**src/rtl/spi_pll_cfg_sequencer.sv**
```systemverilog
// SPI command sequencer for the PLL slave: deserialises 16-bit frames, executes
// register writes/reads, FIFO streaming and error handling, and queues the reply.
module spi_pll_cfg_sequencer #(
    parameter int         NUM_REGS  = 8,
    parameter logic [7:0] CFG_RESET = 8'h00
) (
    input  logic                  rst,
    input  logic                  sclk,
    input  logic                  ss,
    input  logic                  mosi,
    output logic                  miso,
    input  logic [15:0]           fifo_data,
    input  logic                  fifo_valid,
    output logic                  fifo_pop,
    output logic [NUM_REGS*8-1:0] cfg_regs,
    output logic                  cfg_wr_strobe,
    output logic [3:0]            cfg_wr_addr,
    output logic                  err_flag,
    output logic [7:0]            frame_count
);

    typedef enum logic {IDLE, SHIFT} state_t;

    localparam logic [3:0]  OP_NOP    = 4'h0;
    localparam logic [3:0]  OP_WRITE  = 4'h1;
    localparam logic [3:0]  OP_READ   = 4'h2;
    localparam logic [3:0]  OP_STREAM = 4'h3;
    localparam logic [3:0]  OP_CLEAR  = 4'h4;
    localparam logic [15:0] RESP_ERR  = 16'hDEAD;

    state_t      state_q;
    logic [3:0]  bit_cnt_q;
    logic [15:0] rx_shift_q;
    logic [15:0] resp_shift_q;
    logic [7:0]  cfg_q [NUM_REGS];
    logic        fifo_pop_q;
    logic        cfg_wr_strobe_q;
    logic [3:0]  cfg_wr_addr_q;
    logic        err_flag_q;
    logic [7:0]  frame_count_q;

    logic [15:0] frame_d;
    logic [3:0]  opcode;
    logic [3:0]  addr;
    logic [7:0]  data;
    logic        addr_ok;
    logic        frame_done;
    logic [7:0]  rd_data;
    logic [15:0] resp_d;
    logic        wr_en;
    logic        pop_en;
    logic        err_set;
    logic        err_clr;

    // The bit sampled on the completing edge is still on mosi, not in rx_shift.
    assign frame_d    = {rx_shift_q[14:0], mosi};
    assign opcode     = frame_d[15:12];
    assign addr       = frame_d[11:8];
    assign data       = frame_d[7:0];
    assign addr_ok    = ({1'b0, addr} < 5'(NUM_REGS));
    assign frame_done = (state_q == SHIFT) && !ss && (bit_cnt_q == 4'd15);

    always_comb begin
        rd_data = 8'h00;
        for (int i = 0; i < NUM_REGS; i++) begin
            if (addr == 4'(i)) rd_data = cfg_q[i];
        end
    end

    // NOTE: every output of this block gets a default first so no latch is inferred.
    always_comb begin
        resp_d  = 16'h0000;
        wr_en   = 1'b0;
        pop_en  = 1'b0;
        err_set = 1'b0;
        err_clr = 1'b0;
        case (opcode)
            OP_NOP: resp_d = 16'h0000;
            OP_WRITE: begin
                if (addr_ok) begin
                    wr_en  = 1'b1;
                    resp_d = {OP_WRITE, addr, data};
                end else begin
                    err_set = 1'b1;
                    resp_d  = RESP_ERR;
                end
            end
            OP_READ: begin
                if (addr_ok) begin
                    resp_d = {OP_READ, addr, rd_data};
                end else begin
                    err_set = 1'b1;
                    resp_d  = RESP_ERR;
                end
            end
            OP_STREAM: begin
                if (fifo_valid) begin
                    pop_en = 1'b1;
                    resp_d = fifo_data;
                end else begin
                    err_set = 1'b1;
                end
            end
            OP_CLEAR: begin
                err_clr = 1'b1;
                resp_d  = {15'h0000, err_flag_q};
            end
            default: begin
                err_set = 1'b1;
                resp_d  = RESP_ERR;
            end
        endcase
    end

    // NOTE: sequential state uses non-blocking assignments only, so every flop
    // sees the pre-edge value of every other flop.
    always_ff @(posedge sclk or negedge rst) begin
        if (!rst) begin
            state_q         <= IDLE;
            bit_cnt_q       <= 4'd0;
            rx_shift_q      <= 16'h0000;
            resp_shift_q    <= 16'h0000;
            fifo_pop_q      <= 1'b0;
            cfg_wr_strobe_q <= 1'b0;
            cfg_wr_addr_q   <= 4'd0;
            err_flag_q      <= 1'b0;
            frame_count_q   <= 8'd0;
            // NOTE: the register bank is small, software-visible state, so it is
            // reset explicitly rather than left as uninitialised storage.
            for (int i = 0; i < NUM_REGS; i++) cfg_q[i] <= CFG_RESET;
        end else begin
            fifo_pop_q      <= 1'b0;
            cfg_wr_strobe_q <= 1'b0;
            case (state_q)
                IDLE: begin
                    if (!ss) begin
                        rx_shift_q   <= frame_d;
                        resp_shift_q <= {resp_shift_q[14:0], 1'b0};
                        bit_cnt_q    <= 4'd1;
                        state_q      <= SHIFT;
                    end else begin
                        bit_cnt_q <= 4'd0;
                    end
                end
                SHIFT: begin
                    if (ss) begin
                        bit_cnt_q    <= 4'd0;
                        resp_shift_q <= 16'h0000;
                        state_q      <= IDLE;
                    end else if (frame_done) begin
                        rx_shift_q      <= frame_d;
                        resp_shift_q    <= resp_d;
                        bit_cnt_q       <= 4'd0;
                        state_q         <= IDLE;
                        frame_count_q   <= frame_count_q + 8'd1;
                        fifo_pop_q      <= pop_en;
                        cfg_wr_strobe_q <= wr_en;
                        if (wr_en) cfg_wr_addr_q <= addr;
                        if (err_set) err_flag_q <= 1'b1;
                        else if (err_clr) err_flag_q <= 1'b0;
                        for (int i = 0; i < NUM_REGS; i++) begin
                            if (wr_en && addr == 4'(i)) cfg_q[i] <= data;
                        end
                    end else begin
                        rx_shift_q   <= frame_d;
                        resp_shift_q <= {resp_shift_q[14:0], 1'b0};
                        bit_cnt_q    <= bit_cnt_q + 4'd1;
                    end
                end
                default: state_q <= IDLE;
            endcase
        end
    end

    genvar g;
    generate
        for (g = 0; g < NUM_REGS; g++) begin : g_flat
            assign cfg_regs[8*g +: 8] = cfg_q[g];
        end
    endgenerate

    assign miso          = resp_shift_q[15];
    assign fifo_pop      = fifo_pop_q;
    assign cfg_wr_strobe = cfg_wr_strobe_q;
    assign cfg_wr_addr   = cfg_wr_addr_q;
    assign err_flag      = err_flag_q;
    assign frame_count   = frame_count_q;

endmodule

```
**config.mk**
```make
export PLATFORM = sky130hd
export DESIGN_NAME = spi_pll_cfg_sequencer
export DESIGN_NICKNAME = d
export VERILOG_FILES = /design/src/rtl/spi_pll_cfg_sequencer.sv
export SDC_FILE = /design/constraint.sdc
export NUM_CORES = 1
export LEC_CHECK = 0
export ABC_CLOCK_PERIOD_IN_PS = 2300
export CAP_MARGIN = 20
export CELL_PAD_IN_SITES_DETAIL_PLACEMENT = 1
export CELL_PAD_IN_SITES_GLOBAL_PLACEMENT = 2
export CORE_ASPECT_RATIO = 0.6
export CORE_UTILIZATION = 35
export DETAILED_ROUTE_END_ITERATION = 7
export PLACE_DENSITY_LB_ADDON = 0.05
export REMOVE_ABC_BUFFERS = 1
export SETUP_SLACK_MARGIN = 0.15
export SLEW_MARGIN = 20
export SYNTH_ARGS = -nofsm -noshare
export SYNTH_HDL_FRONTEND = slang
export SYNTH_SLANG_ARGS = --single-unit
```
**constraint.sdc**
```tcl
create_clock -name sclk -period 2.3 [get_ports sclk]
set_input_delay 0.69 -clock sclk [delete_from_list [all_inputs] [get_ports sclk]]
set_output_delay 0.69 -clock sclk [all_outputs]
set_load 0.05 [all_outputs]
```
==> parameters.txt, run 1 <==
Parameter                              Value

Timing
  Share of the clock period used by the worst path    90.92%
  Setup-failing EPs final    0
  Number of hold-slack violations in the final timing report    0
  Slew at the pin closest to its max-slew limit    0.5674 ns
  Post-layout minimum cycle time    2.091 ns
  Max Clock Freq    around 480 MHz
  Post-Route Hold Slack    0.1724 ns
  Unrepaired setup endpoints after global routing    true
  Final clock skew    0.01506 ns
  Slack of the critical path    0.2087 ns
  Final max-slew violation count    0
  Worst slew margin relative to its limit    just over 60%

Detailed routing
  Initial DRC count    265
  Mean routed wirelength per cell    22.11 um
  Residual DRC count    8
  Drt via density    5.440
  Total wire length after detailed routing    18020 um
  First-pass iteration count of the detailed router    6
  Remaining antenna violation count    0
  Total vias in the final route    between 4k and 5k

Worst setup path
  Worst r2r path cells    5
  Critical path type    reg2out
  RR Startpoint    rx_shift_q[12]$_DFFE_PN0N_
  Endpoint arrival time on the critical path    1.40 ns
  Sort of element at the start of the critical path    flip-flop
  Slowest cell on crit path    sky130_fd_sc_hd__dlygate4sd2_1
  Data required time of the worst path    1.61 ns
  Largest fanout on the critical path    3
  CP Launch Point    cfg_regs[50]$_DFFE_PN0P_
  Crit-path leading delay family    buffers and inverters
  Instance count on the critical path    1
  Critical Path, Cell by Cell    dlygate4sd2_1
  Endpoint of the most critical register-to-register path    resp_shift_q[7]$_DFFE_PN0P_
  Sort of element at the end of the critical path    primary output
  Bufs and invs on worst path    1
  Crit path largest cell delay    0.56 ns
  Worst reg-to-reg setup slack    0.24 ns

Clock network
  Clock Root Buffer    sky130_fd_sc_hd__clkbuf_16
  Num Clock Sinks    115
  Skew-Pair Late Insertion Delay    0.42 ns
  Number of buffers created by CTS    17
  Number of H-tree levels    4
  CTS tree    built
  Maximum clock path buffer count    2
  Clock-pin transition on the worst setup and hold timing paths    around 0.060 ns

Floorplan
  Standard-cell rows    35
  Number of top-level pins    101
  Starting utilization of the core area    a little over a third
  DIE AREA    16580 um2
  Die extent in y    100.1 um
  Width of the die    165.6 um
  Core Footprint    15500 um2

Pwr
  Sequential cell fraction of total power    37.8%
  Pwr Density    861.1 nW/um2
  Switch Pwr    2.163 mW
  Proportion of power drawn by the clock network    approximately 40%
  VDD IR max    ~0.42 mV
  Switching share of power    roughly a third
  Cell-internal power    about 4.3 mW
  Combinational power share    approximately 22%
  Leak Pwr    3.773 nW

Final layout
  Area Growth Syn to Fin    34.21%
  Antenna diode count    0
  NumNets Final    622
  Post-layout instance count excluding filler cells    approximately 820
  Fraction of final layout cells sized beyond drive strength 1    about a third

GRT
  First-pass GRT wire length    28380 um
  Global route overflow    0
  Antenna violations before repair    0
  Total routing usage reported by global routing    a little under a quarter
  Pin count of the biggest net entering global routing    between 40 and 50
  Via count of the first global-routing pass    4696

Yosys
  Most frequently used flop master after synthesis    sky130_fd_sc_hd__dfrtp_1
  Asr flop ratio synth    100.0%
  EDFF count, synth    0
  Flip-flop and latch count after synthesis    115
  Portion of the post-synthesis area used by sequential elements    a little over 50%
  Leading area contributor after synthesis    sky130_fd_sc_hd__dfrtp_1
  Cell count after synthesis    473
  Share of Yosys cell area claimed by the top area cell type    51.22%
  Total standard cell area after synthesis    5618 um2
  Number of distinct library cell variants in the gate-level netlist after synthesis    60
  Number of warning messages in the yosys log    0
  Top cells by area in the synthesized netlist    sky130_fd_sc_hd__dfrtp_1, sky130_fd_sc_hd__mux2_2, sky130_fd_sc_hd__mux2_1
  Per-instance average area after synthesis    11.88 um2

Place
  # port buffers    100
  Placed insts    782
  Pre-CTS WS    -0.2678 ns
  HPWL after detailed placement    12830 um
  Placer congestion estimate    0.7793

Worst hold path
  Type of the worst min-delay path    in2async

Outcome
  Run status    finished, violations left
  Failing checks    design-rule violations

Flow run
  Total of max-cap violations    0
-- synth_stat cells, drive strengths merged, types with 5 or more instances --
master  instances
inv             9
a22oi          13
nor2           22
a21oi          17
and2            5
nand2          35
nand2b          7
nor3            5
mux2           83
xnor2           7
o21ai          18
dfrtp         115
clkbuf         17
a221oi          5
buf            21
nor2b           8
mux2i          12
nand3           9
a22o            6
a31oi           5
-- registers in the layout (all words and copies together) (netlist names) --
name and count:
cfg_regs 64, resp_shift_q 16, rx_shift_q 15, frame_count 8, bit_cnt_q 4, cfg_wr_addr 4
cfg_wr_strobe 1, err_flag 1, fifo_pop 1, state_q 1
-- layout make-up --
cell class / instances / area [um2]
Clock buffer: 19 / 442.9
Clock inverter: 13 / 135.1
Fill cell: 1677 / 7963
Inverter: 9 / 33.78
Multi-Input combinational cell: 311 / 2555
Sequential cell: 115 / 2879
Tap cell: 203 / 254.0
Timing Repair Buffer: 145 / 1240
-- per-stage QoR --
stage	utilization [%]	total power, mW	TNS (ns)	cell area [um2]
after CTS	48.35	6.528	0	7496
final	48.64	6.492	0	7540
after global placement	44.91	3.869	-14.43	6962
after floorplan	-	3.080	-0.01191	5426
after global routing	48.64	6.746	0	7540
after detailed placement	44.91	3.881	-15.90	6962
-- logic make-up after synthesis --
logic type	share of synthesized area [%]
AO/OA/AOI/OAI	12.12
adder cells (fa/ha/maj)	0.4454
buffers and inverters	4.009
XOR/XNOR	1.247
flip-flops	51.22
multiplexers	20.51
AND/OR/NAND/NOR	10.45
-- cells in the final DEF, fill, tap and decap left out, types with 12 or more instances in the layout --
master / instances
sky130_fd_sc_hd__a22oi_1: 13
sky130_fd_sc_hd__mux2_2: 51
sky130_fd_sc_hd__dlygate4sd2_1: 39
sky130_fd_sc_hd__clkdlybuf4s50_1: 19
sky130_fd_sc_hd__buf_4: 81
sky130_fd_sc_hd__o21ai_0: 17
sky130_fd_sc_hd__a21oi_1: 17
sky130_fd_sc_hd__clkbuf_16: 17
sky130_fd_sc_hd__nand2_1: 28
sky130_fd_sc_hd__nor2_1: 18
sky130_fd_sc_hd__mux2i_1: 12
sky130_fd_sc_hd__mux2_1: 24
sky130_fd_sc_hd__dfrtp_1: 114
-- per-layer routing --
| metal | wire length, um | GRT usage [%] | vias up |
|---|---|---|---|
| li1 | - | - | 1988 |
| met1 | 9195 | 35.30 | 2324 |
| met2 | 7874 | 33.91 | 110 |
| met3 | 816 | 4.959 | 12 |
| met4 | 131 | 6.014 | 0 |
| met5 | 0 | 0 | - |
-- what timing repair did --
item | CTS | global route
pin swaps | 0 | 1
hold buffers | 0 | 0
setup buffers | 0 | 1
endpoints found under the setup margin | 42 | 57
gates resized for setup | 42 | 10
cloned | 0 | 0
-- power groups by stage --
stage | Sequential, mW | Clock [mW] | Combinational, mW
finish | 2.45 | 2.61 | 1.43
global route | 2.47 | 2.73 | 1.54
CTS | 2.44 | 2.66 | 1.42
detailed placement | 2.48 | 0 | 1.40
global placement | 2.47 | 0 | 1.39
floorplan | 2.45 | 0 | 0.630
-- worst max path at each step --
stage | to
global route | resp_shift_q[7]$_DFFE_PN0P_
CTS | cfg_wr_addr[2]$_DFFE_PN0P_
finish | cfg_regs[50]
detailed placement | resp_shift_q[5]$_DFFE_PN0P_
global placement | err_flag$_DFFE_PN0P_
floorplan | resp_shift_q[7]$_DFFE_PN0P_
Power figures use the tool's default switching activity.
==> run 2, diff against run 1 <==
--- a/config.mk
+++ b/config.mk
@@ -10,6 +10,7 @@
 export CELL_PAD_IN_SITES_DETAIL_PLACEMENT = 1
 export CELL_PAD_IN_SITES_GLOBAL_PLACEMENT = 2
 export CORE_ASPECT_RATIO = 0.6
+export CORE_MARGIN = 1.5
 export CORE_UTILIZATION = 35
 export DETAILED_ROUTE_END_ITERATION = 7
 export PLACE_DENSITY_LB_ADDON = 0.05
==> parameters.txt, run 2 (same netlist as run 1, synthesis figures left out) <==
Parameter                              Value

Floorplan
  DIE AREA    ~17000 um2
  Starting utilization of the core area    36.24%
  Width of the die    166.6 um
  Core Footprint    15500 um2
  Die extent in y    101.1 um
  Number of top-level pins    101
  Standard-cell rows    35

Pwr
  Leak Pwr    3.804 nW
  VDD IR max    0.4470 mV
  Pwr Density    approximately 890 nW/um2

Clock network
  Clock Root Buffer    sky130_fd_sc_hd__clkbuf_16
  Number of H-tree levels    4
  Skew-Pair Late Insertion Delay    0.42 ns
  Maximum clock path buffer count    2
  Num Clock Sinks    115
  Number of buffers created by CTS    17
  Clock-pin transition on the worst setup and hold timing paths    0.06 ns
  CTS tree    built

Worst setup path
  Sort of element at the end of the critical path    flip-flop
  Crit path largest cell delay    0.46 ns
  Critical path type    in2reg
  Endpoint arrival time on the critical path    2.38 ns
  Largest fanout on the critical path    8
  Sort of element at the start of the critical path    input port
  Data required time of the worst path    2.59 ns
  Slowest cell on crit path    sky130_fd_sc_hd__clkdlybuf4s50_1
  Critical Path, Cell by Cell    clkdlybuf4s50_1 > nand2b_4 > nor2_4 > and3_1 > buf_6 > nand2_4 > mux2_1

Final layout
  Sequential cell area    about 2900 um2
  Final core utilization    49.12%
  Fill cells    approximately 1.6k
  Commonest cells after routing, fill and taps aside    sky130_fd_sc_hd__dfrtp_1, sky130_fd_sc_hd__buf_4, sky130_fd_sc_hd__mux2_2, sky130_fd_sc_hd__dlygate4sd2_1, sky130_fd_sc_hd__nand2_1
  Post-layout instance count excluding filler cells    813
  Fraction of final layout cells sized beyond drive strength 1    32.13%
  Number of flip-flops under the largest register name    64
  Most common cell after layout, fill and taps aside    sky130_fd_sc_hd__dfrtp_1
  Final design area excluding fillers    7615 um2
  Footprint of the multi-input gates    2570 um2
  Area Growth Syn to Fin    35.55%
  NumNets Final    620
  Antenna diode count    0

Timing
  Max Clock Freq    479.4 MHz
  Share of the clock period used by the worst path    90.70%
  Setup-failing EPs final    0
  Post-layout minimum cycle time    2.086 ns
  Number of hold-slack violations in the final timing report    0
  Unrepaired setup endpoints after global routing    true
  Post-Route Hold Slack    0.2165 ns
  Final max-slew violation count    0
  Final clock skew    0.01087 ns
  Slew at the pin closest to its max-slew limit    around 0.66 ns
  Worst slew margin relative to its limit    55.90%

Detailed routing
  Drt via density    5.424
  Mean routed wirelength per cell    22.25 um
  First-pass iteration count of the detailed router    8
  Total wire length after detailed routing    18090 um
  Initial DRC count    about 340
  Residual DRC count    4
  Total vias in the final route    4410
  Remaining antenna violation count    0

GRT
  Via count of the first global-routing pass    4765
  First-pass GRT wire length    28470 um
  Pin count of the biggest net entering global routing    40
  Antenna violations before repair    0
  Global route overflow    0
  Total routing usage reported by global routing    22.82%

Flow run
  Total of max-cap violations    0

Place
  Placed insts    781
  # port buffers    100
  Placer congestion estimate    0.7792
  HPWL after detailed placement    13080 um
  Placement Cell Area    6959 um2

Outcome
  Run status    finished, violations left
  Failing checks    design-rule violations

Worst hold path
  Type of the worst min-delay path    in2async
==> run 2: cell count changes in the layout (fill, tap and decap cells not counted), moves of 2 or more <==
cell and change:
sky130_fd_sc_hd__dlygate4sd2_1 +3, sky130_fd_sc_hd__buf_4 -6, sky130_fd_sc_hd__clkinv_2 -3, sky130_fd_sc_hd__clkbuf_8 +2
sky130_fd_sc_hd__clkinv_4 +2, sky130_fd_sc_hd__nand2_8 +2, sky130_fd_sc_hd__buf_6 +2, sky130_fd_sc_hd__clkinvlp_4 -3
sky130_fd_sc_hd__bufinv_16 +2
==> run 2: timing repair <==
| item | 4_1_cts | 5_1_grt |
|---|---|---|
| hold buffers | 0 | 0 |
| pin swaps | 1 | 3 |
| setup endpoints to repair | 50 | 61 |
| buffers inserted | 0 | 0 |
| resized for setup | 45 | 13 |
==> run 2: final cells by class <==
class	instances	share of cell area, %
well taps	203	3.336
repair buffers	143	16.20
inverters	9	0.4436
clock inverters	11	2.300
multi-input cells	311	33.75
flip-flops and latches	115	37.79
clock buffers	21	6.178
==> run 2: power by group <==
| part | internal (mW) | switching, mW | leakage, nW |
|---|---|---|---|
| clock network | 1.91 | 0.980 | 0.310 |
| logic | 0.575 | 0.896 | 1.92 |
| registers | 2.12 | 0.277 | 1.57 |
==> run 2: through the flow <==
stage	worst slack [ns]	TNS [ns]	total power, mW
detailed placement	-0.3198	-21.30	3.857
global placement	-0.3091	-18.17	3.834
global route	0.1431	0	7.026
finish	0.2139	0	6.753
CTS	0.1616	0	6.762
floorplan	-0.01191	-0.01191	3.080
==> run 2: path summary, 6_finish.rpt <==
| check | slack (ns) | endpoint | from | depth (start not counted) |
|---|---|---|---|---|
| setup / recovery | 0.21 | cfg_regs[11]$_DFFE_PN0P_ | ss | 7 |
| hold / removal | 0.22 | cfg_regs[17]$_DFFE_PN0P_ | rst | 1 |
| setup reg to reg | 0.25 | cfg_regs[25]$_DFFE_PN0P_ | rx_shift_q[9]$_DFFE_PN0N_ | 5 |
| hold reg to reg | 0.47 | frame_count[7]$_DFFE_PN0P_ | frame_count[7]$_DFFE_PN0P_ | 1 |
| max in group asynchronous | 1.49 | rx_shift_q[5]$_DFFE_PN0N_ | rst | 2 |
| min in group sclk | 0.47 | frame_count[7]$_DFFE_PN0P_ | frame_count[7]$_DFFE_PN0P_ | 1 |
==> run 2: layer usage <==
metal	global-route usage, %	wire (um)	up-vias
li1	-	-	1979
met1	33.72	9104	2300
met2	34.03	7888	116
met3	4.103	917	15
met4	7.413	182	0
met5	0	0	-
==> run 2: worst max-delay path: cells and delay by family <==
| family | cells | cell delay [ns] |
|---|---|---|
| multiplexers | 1 | 0.35 |
| AND/OR/NAND/NOR | 4 | 0.71 |
| buffers and inverters | 2 | 0.62 |
==> run 3, diff against run 2 <==
--- a/config.mk
+++ b/config.mk
@@ -9,7 +9,7 @@
 export CAP_MARGIN = 20
 export CELL_PAD_IN_SITES_DETAIL_PLACEMENT = 1
 export CELL_PAD_IN_SITES_GLOBAL_PLACEMENT = 2
-export CORE_ASPECT_RATIO = 0.6
+export CORE_ASPECT_RATIO = 0.5
 export CORE_MARGIN = 1.5
 export CORE_UTILIZATION = 35
 export DETAILED_ROUTE_END_ITERATION = 7
==> parameters.txt, run 3 (same netlist as run 1, synthesis figures left out) <==
Parameter                              Value

Final layout
  Sequential cell area    roughly 2900 um2
  Fill cells    approximately 1.7k
  Area Growth Syn to Fin    34.79%
  NumNets Final    620
  Fraction of final layout cells sized beyond drive strength 1    ~32%
  Most common cell after layout, fill and taps aside    sky130_fd_sc_hd__dfrtp_1
  Footprint of the multi-input gates    around 2600 um2
  Number of flip-flops under the largest register name    64
  Commonest cells after routing, fill and taps aside    sky130_fd_sc_hd__dfrtp_1, sky130_fd_sc_hd__buf_4, sky130_fd_sc_hd__mux2_2, sky130_fd_sc_hd__dlygate4sd2_1, sky130_fd_sc_hd__nand2_1
  Antenna diode count    0
  Final core utilization    48.74%
  Post-layout instance count excluding filler cells    between 800 and 900

Clock network
  Number of H-tree levels    4
  Number of buffers created by CTS    17
  Maximum clock path buffer count    2
  Clock-pin transition on the worst setup and hold timing paths    roughly 0.060 ns
  CTS tree    built
  # Post-CTS Setup Buffers    0
  Post-CTS Hold Buffers    0
  Num Clock Sinks    around 120
  Skew-Pair Late Insertion Delay    0.42 ns
  Clock Root Buffer    sky130_fd_sc_hd__clkbuf_16

Detailed routing
  Remaining antenna violation count    0
  First-pass iteration count of the detailed router    4
  Initial DRC count    252
  Drt via density    5.362
  Total vias in the final route    roughly 4.4k
  Total wire length after detailed routing    between 15000 and 20000 um
  Residual DRC count    0
  Mean routed wirelength per cell    between 20 and 25 um

Floorplan
  Core Footprint    ~16000 um2
  DIE AREA    16870 um2
  Number of top-level pins    101
  Standard-cell rows    32
  Starting utilization of the core area    roughly 36%
  Die extent in y    92.59 um
  Width of the die    182.2 um

Timing
  Slew at the pin closest to its max-slew limit    approximately 0.63 ns
  Final clock skew    between 0.009 and 0.01 ns
  Unrepaired setup endpoints after global routing    false
  Final max-slew violation count    0
  Setup-failing EPs final    0
  Number of hold-slack violations in the final timing report    0
  Slack of the critical path    between 0.15 and 0.2 ns
  Share of the clock period used by the worst path    92.43%
  Worst slew margin relative to its limit    57.65%
  Max Clock Freq    470.4 MHz
  Post-layout minimum cycle time    between 2 and 2.5 ns

Worst setup path
  Slowest cell on crit path    sky130_fd_sc_hd__dfrtp_1
  Critical Path, Cell by Cell    nor2b_1 > inv_1 > o22ai_1 > a211oi_2 > buf_4 > a211o_1
  Sort of element at the end of the critical path    flip-flop
  Largest fanout on the critical path    6
  Crit path largest cell delay    0.55 ns
  Data required time of the worst path    around 2.6 ns
  Critical path type    reg2reg
  Sort of element at the start of the critical path    flip-flop
  Endpoint arrival time on the critical path    2.43 ns

Pwr
  Pwr Density    878.3 nW/um2
  Combinational power share    a little under a quarter
  Overall power after layout    approximately 6.7 mW
  VDD IR max    0.5651 mV
  Sequential cell fraction of total power    35.9%
  Switch Pwr    approximately 2.2 mW
  Proportion of power drawn by the clock network    41.3%
  Leak Pwr    3.798 nW
  Switching share of power    about a third
  Cell-internal power    4.433 mW

GRT
  Antenna violations before repair    0
  Pin count of the biggest net entering global routing    56
  Via count of the first global-routing pass    4570
  Total routing usage reported by global routing    22.77%
  Global route overflow    0
  First-pass GRT wire length    28080 um

Place
  Pre-CTS WS    -0.4435 ns
  HPWL after detailed placement    about 13000 um
  Placed insts    782
  Placer congestion estimate    0.7668
  # port buffers    100

Flow run
  Total of max-cap violations    0

Worst hold path
  Type of the worst min-delay path    in2async

Outcome
  Run status    completed
## run 3: changes by cell type in the layout (fill, tap and decap cells not counted), moves of 2 or more
cell | previous run | this run
sky130_fd_sc_hd__clkbuf_8 | 3 | 0
sky130_fd_sc_hd__clkinvlp_4 | 2 | 6
sky130_fd_sc_hd__nand2_8 | 2 | 0
sky130_fd_sc_hd__dlygate4sd2_1 | 42 | 44
sky130_fd_sc_hd__buf_6 | 2 | 0
## run 3: routing by layer
metal	routed length, um	global-route usage [%]
met4	226	6.887
met2	7618	32.98
met3	706	5.112
met5	0	0
met1	9587	33.65
## run 3: repair_timing
item / in CTS / in global routing
endpoints found under the setup margin: 119 / 47
gates resized for setup: 49 / 8
pin swaps: 2 / 1
## run 3: layout make-up
cell class,instances,area share [%]
clock buffers,17,5.618
clock inverters,15,2.429
well taps,204,3.371
multi-input cells,311,33.74
repair buffers,143,16.39
flip-flops and latches,115,38.00
inverters,9,0.4461
## run 3: critical path: cells and delay by family (launching register included)
| family | cells | cell delay, ns |
|---|---|---|
| simple gates | 1 | 0.53 |
| buf+inv | 2 | 0.24 |
| flops | 1 | 0.55 |
| compound gates | 3 | 0.67 |
## run 3: power groups by stage
stage                     Combinational, mW  Sequential (mW)  Clock [mW]
final                                  1.52             2.39        2.75
after global placement                 1.48             2.41           0
after CTS                              1.50             2.38        2.80
after floorplan                       0.630             2.45           0
after global routing                   1.63             2.41        2.88
after detailed placement               1.49             2.42           0
## run 3: worst paths after layout
path                                       startpoint                     endpoint  slack, ns  depth (start not counted)
max                         rx_shift_q[8]$_DFFE_PN0N_  resp_shift_q[0]$_DFFE_PN0P_       0.17                          6
min                                               rst   frame_count[5]$_DFFE_PN0P_       0.19                          1
max reg2reg                 rx_shift_q[8]$_DFFE_PN0N_  resp_shift_q[0]$_DFFE_PN0P_       0.17                          6
min reg2reg                frame_count[7]$_DFFE_PN0P_   frame_count[7]$_DFFE_PN0P_       0.47                          1
max in group asynchronous                         rst      cfg_regs[0]$_DFFE_PN0P_       1.48                          2
min in group sclk          frame_count[7]$_DFFE_PN0P_   frame_count[7]$_DFFE_PN0P_       0.47                          1
## run 3: per-stage QoR
| stage | area (um2) | hold WS (ns) | TNS, ns |
|---|---|---|---|
| after floorplan | 5426 | 0.3944 | -0.01191 |
| after global placement | 6975 | 0.4607 | -24.67 |
| after detailed placement | 6975 | 0.4785 | -29.18 |
| after CTS | 7548 | 0.1826 | 0 |
| after global routing | 7572 | 0.1972 | 0 |
| final | 7572 | 0.1856 | 0 |
